File: config.mk
export PLATFORM = sky130hd
export DESIGN_NAME = mod_99_4_7_respond
export DESIGN_NICKNAME = d
export VERILOG_FILES = /design/src/rtl/mod_99_4_7_respond.sv
export SDC_FILE = /design/constraint.sdc
export NUM_CORES = 1
export LEC_CHECK = 0
export CAP_MARGIN = 40
export CORE_MARGIN = 1
export CORE_UTILIZATION = 45
export DETAILED_ROUTE_END_ITERATION = 10
export PLACE_DENSITY = 0.81
export SETUP_SLACK_MARGIN = 0.2
export SYNTH_ARGS = -nofsm -noshare
export SYNTH_HDL_FRONTEND = slang
export SYNTH_SLANG_ARGS = --single-unit
File: constraint.sdc
create_clock -name clk -period 3.29 [get_ports clk]
set_input_delay 0.8225 -clock clk [delete_from_list [all_inputs] [get_ports clk]]
set_output_delay 0.8225 -clock clk [all_outputs]
set_load 0.02 [all_outputs]
File: src/rtl/mod_99_4_7_respond.sv
// MAC Merge respond-side handshake: answers verify mPackets with
// respond requests, enforces a post-respond gap, buffers one verify.
module mod_99_4_7_respond #(
  parameter int IPG_CYCLES = 12,
  parameter int CNT_W      = 8
) (
  input  logic             clk,
  input  logic             rst_n,
  input  logic             p_enable,
  input  logic             rx_verify_det,
  input  logic             tx_respond_ack,
  output logic             send_r,
  output logic             ipg_active,
  output logic             rcv_v_pending,
  output logic [CNT_W-1:0] respond_count,
  output logic [CNT_W-1:0] verify_drop_count
);

  localparam int  GW      = (IPG_CYCLES > 1) ? $clog2(IPG_CYCLES) : 1;
  localparam int  LOADI   = (IPG_CYCLES > 0) ? IPG_CYCLES - 1 : 0;
  localparam bit  HAS_GAP = (IPG_CYCLES > 0);
  localparam logic [GW-1:0] GAP_LOAD = GW'(LOADI);

  typedef enum logic [1:0] {
    DISABLED,
    WAIT_VERIFY,
    SEND_RESPOND,
    IPG
  } state_e;

  state_e           state_q, state_d;
  logic             send_r_q, send_r_d;
  logic             ipg_act_q, ipg_act_d;
  logic             pend_q, pend_d;
  logic [GW-1:0]    gap_q, gap_d;
  logic [CNT_W-1:0] resp_q, resp_d;
  logic [CNT_W-1:0] drop_q, drop_d;
  logic             ack_ok;
  logic             buf_v;

  // An ack only counts while a request is actually being presented.
  assign ack_ok = (state_q == SEND_RESPOND) && send_r_q && tx_respond_ack;

  // Next state, verify buffering, counters and registered output decode.
  // With no gap, an ack that chains into another respond keeps the
  // state in SEND_RESPOND but drops send_r for one cycle.
  always_comb begin
    state_d = state_q;
    pend_d  = pend_q;
    gap_d   = gap_q;
    resp_d  = resp_q;
    drop_d  = drop_q;
    buf_v   = 1'b0;
    if (!p_enable) begin
      state_d = DISABLED;
      pend_d  = 1'b0;
      gap_d   = '0;
    end else begin
      unique case (state_q)
        DISABLED: begin
          state_d = WAIT_VERIFY;
        end
        WAIT_VERIFY: begin
          if (rx_verify_det) state_d = SEND_RESPOND;
        end
        SEND_RESPOND: begin
          if (ack_ok) begin
            if (resp_q != '1) resp_d = resp_q + CNT_W'(1);
            if (HAS_GAP) begin
              state_d = IPG;
              gap_d   = GAP_LOAD;
              buf_v   = rx_verify_det;
            end else if (pend_q) begin
              pend_d  = 1'b0;
              buf_v   = rx_verify_det;
            end else if (!rx_verify_det) begin
              state_d = WAIT_VERIFY;
            end
          end else begin
            buf_v = rx_verify_det;
          end
        end
        IPG: begin
          if (gap_q == '0) begin
            if (pend_q) begin
              state_d = SEND_RESPOND;
              pend_d  = 1'b0;
              buf_v   = rx_verify_det;
            end else if (rx_verify_det) begin
              state_d = SEND_RESPOND;
            end else begin
              state_d = WAIT_VERIFY;
            end
          end else begin
            gap_d = gap_q - GW'(1);
            buf_v = rx_verify_det;
          end
        end
      endcase
      if (buf_v) begin
        if (pend_d) begin
          if (drop_q != '1) drop_d = drop_q + CNT_W'(1);
        end else begin
          pend_d = 1'b1;
        end
      end
    end
    send_r_d  = (state_d == SEND_RESPOND) && !ack_ok;
    ipg_act_d = (state_d == IPG);
  end

  // State and output registers with synchronous active-low reset.
  always_ff @(posedge clk) begin
    if (!rst_n) begin
      state_q   <= DISABLED;
      send_r_q  <= 1'b0;
      ipg_act_q <= 1'b0;
      pend_q    <= 1'b0;
      gap_q     <= '0;
      resp_q    <= '0;
      drop_q    <= '0;
    end else begin
      state_q   <= state_d;
      send_r_q  <= send_r_d;
      ipg_act_q <= ipg_act_d;
      pend_q    <= pend_d;
      gap_q     <= gap_d;
      resp_q    <= resp_d;
      drop_q    <= drop_d;
    end
  end

  assign send_r            = send_r_q;
  assign ipg_active        = ipg_act_q;
  assign rcv_v_pending     = pend_q;
  assign respond_count     = resp_q;
  assign verify_drop_count = drop_q;

endmodule

==> summary.md, run 1 <==
| Metric | Value |
|---|---|
| CP Cell Sequence | `clkdlybuf4s50_1, and4_1, nand2_2, or4_1, a21oi_1` |
| Max FO, Critical Path | `14` |
| Highest clock rate | `436.8 MHz` |
| Initial antenna violation count | `0` |
| WHS | `0.5161 ns` |
| Clock Latency Late Sink | `0.31 ns` |
| Main synth FF type | `dfxtp_1` |
| Final setup viols | `0` |
| Synth warn | `0` |
| Status | `finished clean` |
| Sequential fraction of the synthesis area | `41.19%` |
| Layout Nets | `167` |
| GRT Resource Usage Total | `18.71%` |
| Worst Path Required | `3.54 ns` |
| Unique masters post-synth | `38` |
| Peak VDD IR | `0.2421 mV` |
| CP Capture Type | `flop` |
| Least-Margin Pin Slew | `0.6028 ns` |
| Antenna diodes | `0` |
| Buffers & Inverters on Critical Path | `1` |
| Max Root-Sink Buffers | `2` |
| Fin crit share | `69.59%` |
| Final Hold Fails | `0` |
| Cell with the most instances after synthesis | `dfxtp_1` |
| Unrepaired setup endpoints after global routing | `false` |
| Worst EP arrival | `2.54 ns` |
| Async SR Flop Fraction | `0%` |
| Synth Area in XOR/XNOR | `2.884%` |
| Area Growth Syn to Fin | `22.55%` |
| CTS buffer count | `3` |
| Simple-gate share of the synthesized area | `27.70%` |
| Die H | `53.96 um` |
| Std-Cell Rows | `18` |
| Largest family of logic cells by synthesized area | `simple AND/OR/NAND/NOR gates` |
| First-pass GRT wire length | `4.084 mm` |
| Initial Util | `48.16%` |
| Adder-cell share of the synthesized area | `4.119%` |
| Worst setup path category | `input port to flop` |
| Cell taking the most area after synthesis | `dfxtp_1` |
| Compound-Gate Fraction of Synth Area | `19.16%` |
| Die area | `2912 um2` |
| Post-CTS setup buffers | `0` |
| Wirelength, routed | `2.513 mm` |
| Clk_skew | `0.005266 ns` |
| Max-cap violation count | `0` |
| Number of synthesized flops with an enable pin | `0` |
| Fillers | `218` |
| Overall Power | `459.4 uW` |
| Pwr Density | `308.6 nW/um2` |
| Syn_area_per_cell | `9.067 um2` |
| Grt ovf | `0` |
| Largest net degree at the start of global routing | `16` |
| Worst path top cell family by delay | `simple AND/OR/NAND/NOR gates` |
| H-Tree Depth | `1` |
| Seq cells post-synth | `25` |
| Post-route setup TNS | `0 ns` |
| Core area | `2522 um2` |
| Syn Nets | `143` |
| Die Width | `53.96 um` |
| Vias in the first global route | `987` |
| Core Util, Final | `59.03%` |
| CP startpoint kind | `input port` |
| DR vias | `1110` |
| Post-route cell area | `1489 um2` |
| Critical path's slowest cell | `clkdlybuf4s50_1` |
| Post-synth top cells | `25 x dfxtp_1, 10 x nor2_1, 9 x a21oi_1, 8 x nand2_1` |
| Synth top area share | `41.19%` |
| DR iter-0 viols | `24` |
| Post-synthesis mux area share | `1.648%` |
| Hold WC Path Type | `flop to flop` |
| Synth Cell Area | `1215 um2` |
| Area contributors post-synth | `dfxtp_1 41%, ha_1 4.1%, a21oi_1 3.7%` |
| GP Congestion | `0.7685` |
| Post-CTS resize count | `0` |
| Final Max Slew Viols | `0` |
| Drt via density | `5.936` |
| CTS tree | `done` |
| Antenna viol nets, final | `0` |
| Residual DRC | `0` |
| Post-detail-place hpwl | `1.877 mm` |
| Drt first pass iters | `4` |
| Post-CTS Hold Fix Bufs | `0` |
| Port buffer count | `23` |
| IO Pins | `24` |
| Leak | `0.0004813 uW` |
| Clk root buf | `clkbuf_4` |
| Max incr delay on CP | `0.62 ns` |
| Clock Sinks | `25` |
| DP Area | `1461 um2` |
| Crit path time final | `2.289 ns` |
| Relative slew margins | `59.73%` |
| Cells after Synth | `134` |
| Share of layout cells above drive strength 1 | `5.732%` |
| WL/cell | `13.44 um` |
| Clk slew on worst S/H paths | `0.13 ns` |
[per-layer routing]
| metal | routed length [um] | share of wire, % | GRT usage [%] |
|---|---|---|---|
| met5 | 0 | 0 | 0 |
| met4 | 14 | 0.56 | 3.947 |
| met3 | 108 | 4.3 | 2.825 |
| met2 | 1259 | 50 | 33.95 |
| met1 | 1130 | 45 | 22.92 |
[flip-flops by register name, summed over array words and instances, names as in the netlist]
name	cells
send_r	1
state_q	2
respond_count	8
gap_q	4
ipg_active	1
rcv_v_pending	1
verify_drop_count	8
[where the power goes]
part	total (uW)	switching (uW)	leakage [uW]	internal [uW]
Clock	134	88.4	0.0000177	45.4
Combinational	19.2	11.4	0.000262	7.82
Sequential	306	2.19	0.000202	304
Total	459	102	0.000481	357
[cell families after synthesis]
kind of cell / count (synthesis)
compound gates: 33
simple gates: 57
fa+ha+maj: 4
xor+xnor: 4
flops: 25
mux: 2
buf+inv: 9
[layout make-up]
| class | instances | area (um2) | share of cell area [%] |
|---|---|---|---|
| multi-input cells | 100 | 674.4 | 45.29 |
| flip-flops and latches | 25 | 500.5 | 33.61 |
| repair buffers | 23 | 230.2 | 15.46 |
| well taps | 30 | 37.54 | 2.521 |
| clock buffers | 3 | 22.52 | 1.513 |
| inverters | 5 | 18.77 | 1.261 |
| clock inverters | 1 | 5.005 | 0.3361 |
[worst paths after layout]
path | startpoint | endpoint | slack [ns] | cells past startpoint
min reg2reg | gap_q[3] | gap_q[3] | 0.52 | 1
min | gap_q[3] | gap_q[3] | 0.52 | 1
max reg2reg | gap_q[0] | send_r | 1.41 | 6
max | p_enable | verify_drop_count[5] | 1.00 | 5
[worst reg2reg max path, stage by stage, from the launching register on]
cell,delay (ns)
dfxtp_1,0.34
inv_1,0.09
ha_1,0.19
nor3b_1,0.52
o21bai_1,0.26
o21ai_0,0.26
and2_1,0.17
[cell usage in the layout (no fill, tap or decap), types with 2 or more instances in the layout]
cell / instances
clkdlybuf4s50_1: 23
a21oi_1: 9
ha_1: 4
nand2b_1: 2
and4_1: 3
clkbuf_4: 3
xor2_1: 3
nand2_1: 8
o31ai_1: 4
nor3_1: 7
dfxtp_1: 25
nor2_1: 10
or4_1: 5
nand3_1: 7
nand4_1: 3
inv_1: 5
or3_1: 3
a211oi_1: 3
o41ai_1: 3
mux2i_1: 2
o21ai_0: 5
nor3b_1: 2
and4_4: 2
o211ai_1: 2
[stage by stage]
step,cells,setup WS [ns]
floorplan,134,1.478
global placement,183,0.7331
detailed placement,183,0.6819
CTS,187,1.011
global route,187,0.9394
finish,187,1.001
Note: power is estimated with default switching activity, not from simulation.
==> inputs of run 2 (changes only) <==
==> constraint.sdc (replaced) <==
create_clock -name clk -period 2.3 [get_ports clk]
set_input_delay 0.575 -clock clk [delete_from_list [all_inputs] [get_ports clk]]
set_output_delay 0.575 -clock clk [all_outputs]
set_load 0.02 [all_outputs]
==> run 2 against run 1 <==
  * Via count increased by 2.6%
  * Cell area increased by 2.0%
  * Worst setup slack got worse by 0.70 ns
  * Critical path depth decreased by 4
  * Highest routed layer unchanged
==> summary.md, run 2 (synthesis results as in run 1) <==
| Metric | Value |
|---|---|
| Status | `finished clean` |
| Post-detail-place hpwl | `1.990 mm (+6.0%)` |
| Dpl ws | `0.05040 ns (-0.6315 ns)` |
| Metal3 WL | `106 um (-1.9%)` |
| CP Cell Sequence | `clkdlybuf4s50_1` |
| CTS tree | `done` |
| Max incr delay on CP | `0.65 ns (+0.03 ns)` |
| Least-Margin Pin Slew | `0.3639 ns (-0.2389 ns)` |
| Worst EP arrival | `1.42 ns (-1.12 ns)` |
| Clock Latency Late Sink | `0.30 ns (about the same)` |
| Clk slew on worst S/H paths | `0.14 ns (about the same)` |
| Peak VDD IR | `0.2965 mV (+22%)` |
| IO Pins | `24 (unchanged)` |
| Core area | `2522 um2 (unchanged)` |
| Antenna diodes | `0 (unchanged)` |
| Clock Sinks | `25 (unchanged)` |
| Leak | `0.0005005 uW (+4.0%)` |
| Post-route setup TNS | `0 ns (unchanged)` |
| DR iter-0 viols | `24 (unchanged)` |
| Most common cell after layout, fill and taps aside | `dfxtp_1` |
| Vias in the first global route | `1003 (+1.6%)` |
| Most frequent cells in the layout | `25 x dfxtp_1, 23 x clkdlybuf4s50_1, 10 x nor2_1` |
| Initial antenna violation count | `0 (unchanged)` |
| Post-CTS Hold Fix Bufs | `0 (unchanged)` |
| H-Tree Depth | `1 (unchanged)` |
| Residual DRC | `0 (unchanged)` |
| Clk_skew | `0.006228 ns (+0.0009620 ns)` |
| CP Capture Type | `primary output` |
| Pwr Density | `432.7 nW/um2 (+40%)` |
| Final setup viols | `0 (unchanged)` |
| Max-cap violation count | `0 (unchanged)` |
| Fin crit share | `86.89%` |
| Clk root buf | `clkbuf_4` |
| Post-CTS resize count | `0 (unchanged)` |
| Crit path time final | `1.998 ns` |
| Post-CTS setup buffers | `0 (unchanged)` |
| GP Congestion | `0.8643 (+12%)` |
| Die area | `2912 um2 (unchanged)` |
| CP startpoint kind | `flop` |
| DR vias | `1139 (+2.6%)` |
| Worst path top cell family by delay | `buffers and inverters` |
| Drt via density | `5.963 (+0.46%)` |
| Hold WC Path Type | `flop to flop` |
| Worst Path Required | `1.73 ns (-1.81 ns)` |
| Final Max Slew Viols | `0 (unchanged)` |
| WL met1 | `1.196 mm (+5.8%)` |
| Grt ovf | `0 (unchanged)` |
| Relative slew margins | `75.69% (+16 points)` |
| Share of layout cells above drive strength 1 | `8.075% (+2.3 points)` |
| Worst setup path category | `flop to primary output` |
| Die H | `53.96 um (unchanged)` |
| Drt first pass iters | `5 (+1)` |
| First-pass GRT wire length | `4.381 mm (+7.3%)` |
| Area Growth Syn to Fin | `25.03%` |
| Critical path's slowest cell | `clkdlybuf4s50_1` |
| Final Hold Fails | `0 (unchanged)` |
| Max FO, Critical Path | `7 (-7)` |
| Layout Nets | `171 (+2.4%)` |
| Std-Cell Rows | `18 (unchanged)` |
| Die Width | `53.96 um (unchanged)` |
| Buffers & Inverters on Critical Path | `1 (unchanged)` |
| WL/cell | `13.81 um (+2.7%)` |
| Max Root-Sink Buffers | `2 (unchanged)` |
| Detail Route met2 WL | `1.301 mm (+3.3%)` |
| Port buffer count | `23 (unchanged)` |
| Largest net degree at the start of global routing | `15 (-1)` |
| Wirelength, routed | `2.637 mm (+4.9%)` |
| Initial Util | `48.16% (unchanged)` |
| Setup WS post-layout | `0.3016 ns (-0.6989 ns)` |
| GRT Resource Usage Total | `20.65% (+1.9 points)` |
| CTS buffer count | `3 (unchanged)` |
| Highest clock rate | `500.4 MHz` |
| Highest routed layer | `met4` |
| Antenna viol nets, final | `0 (unchanged)` |
| Unrepaired setup endpoints after global routing | `false` |
-- run 2: cell count changes in the layout (fill, tap and decap cells not counted), sizes merged --
cell / before / now
buf: 0 / 4
-- run 2: area by class of cell --
type	count	area [um2]
tap	30	37.54
inverter	5	18.77
clock inverter	1	5.005
timing repair buffer	27	260.3
clock buffer	3	22.52
multi-input combinational	100	674.4
fill	246	1003
sequential	25	500.5
-- run 2: final timing paths --
kind,cells after the start,to,start,slack [ns]
max,1,verify_drop_count[2],verify_drop_count[2],0.30
min,2,respond_count[6],respond_count[6],0.51
max reg2reg,7,ipg_active,gap_q[0],0.51
min reg2reg,2,respond_count[6],respond_count[6],0.51
-- run 2: through the flow --
stage               total power [uW]  instances  hold slack, ns  utilization, %  instance area, um2
floorplan                      459.8        134          0.4593               -                1215
global placement               476.9        187          0.4746           59.13                1491
detailed placement             477.6        187          0.4850           59.13                1491
CTS                            665.9        191          0.5083           60.22                1519
global route                   688.5        191          0.5242           60.22                1519
finish                         657.3        191          0.5085           60.22                1519
-- run 2: power by group --
part	internal [uW]	leakage (uW)	switching [uW]
Sequential	435	0.000202	3.35
Combinational	13.4	0.000281	16.5
Clock	64.7	0.0000177	124
-- run 2: metal layers --
layer | up-vias | track usage (%)
met2 | 27 | 37.24
li1 | 568 | -
met1 | 540 | 25.00
met4 | 0 | 6.579
met3 | 4 | 2.542
met5 | - | 0
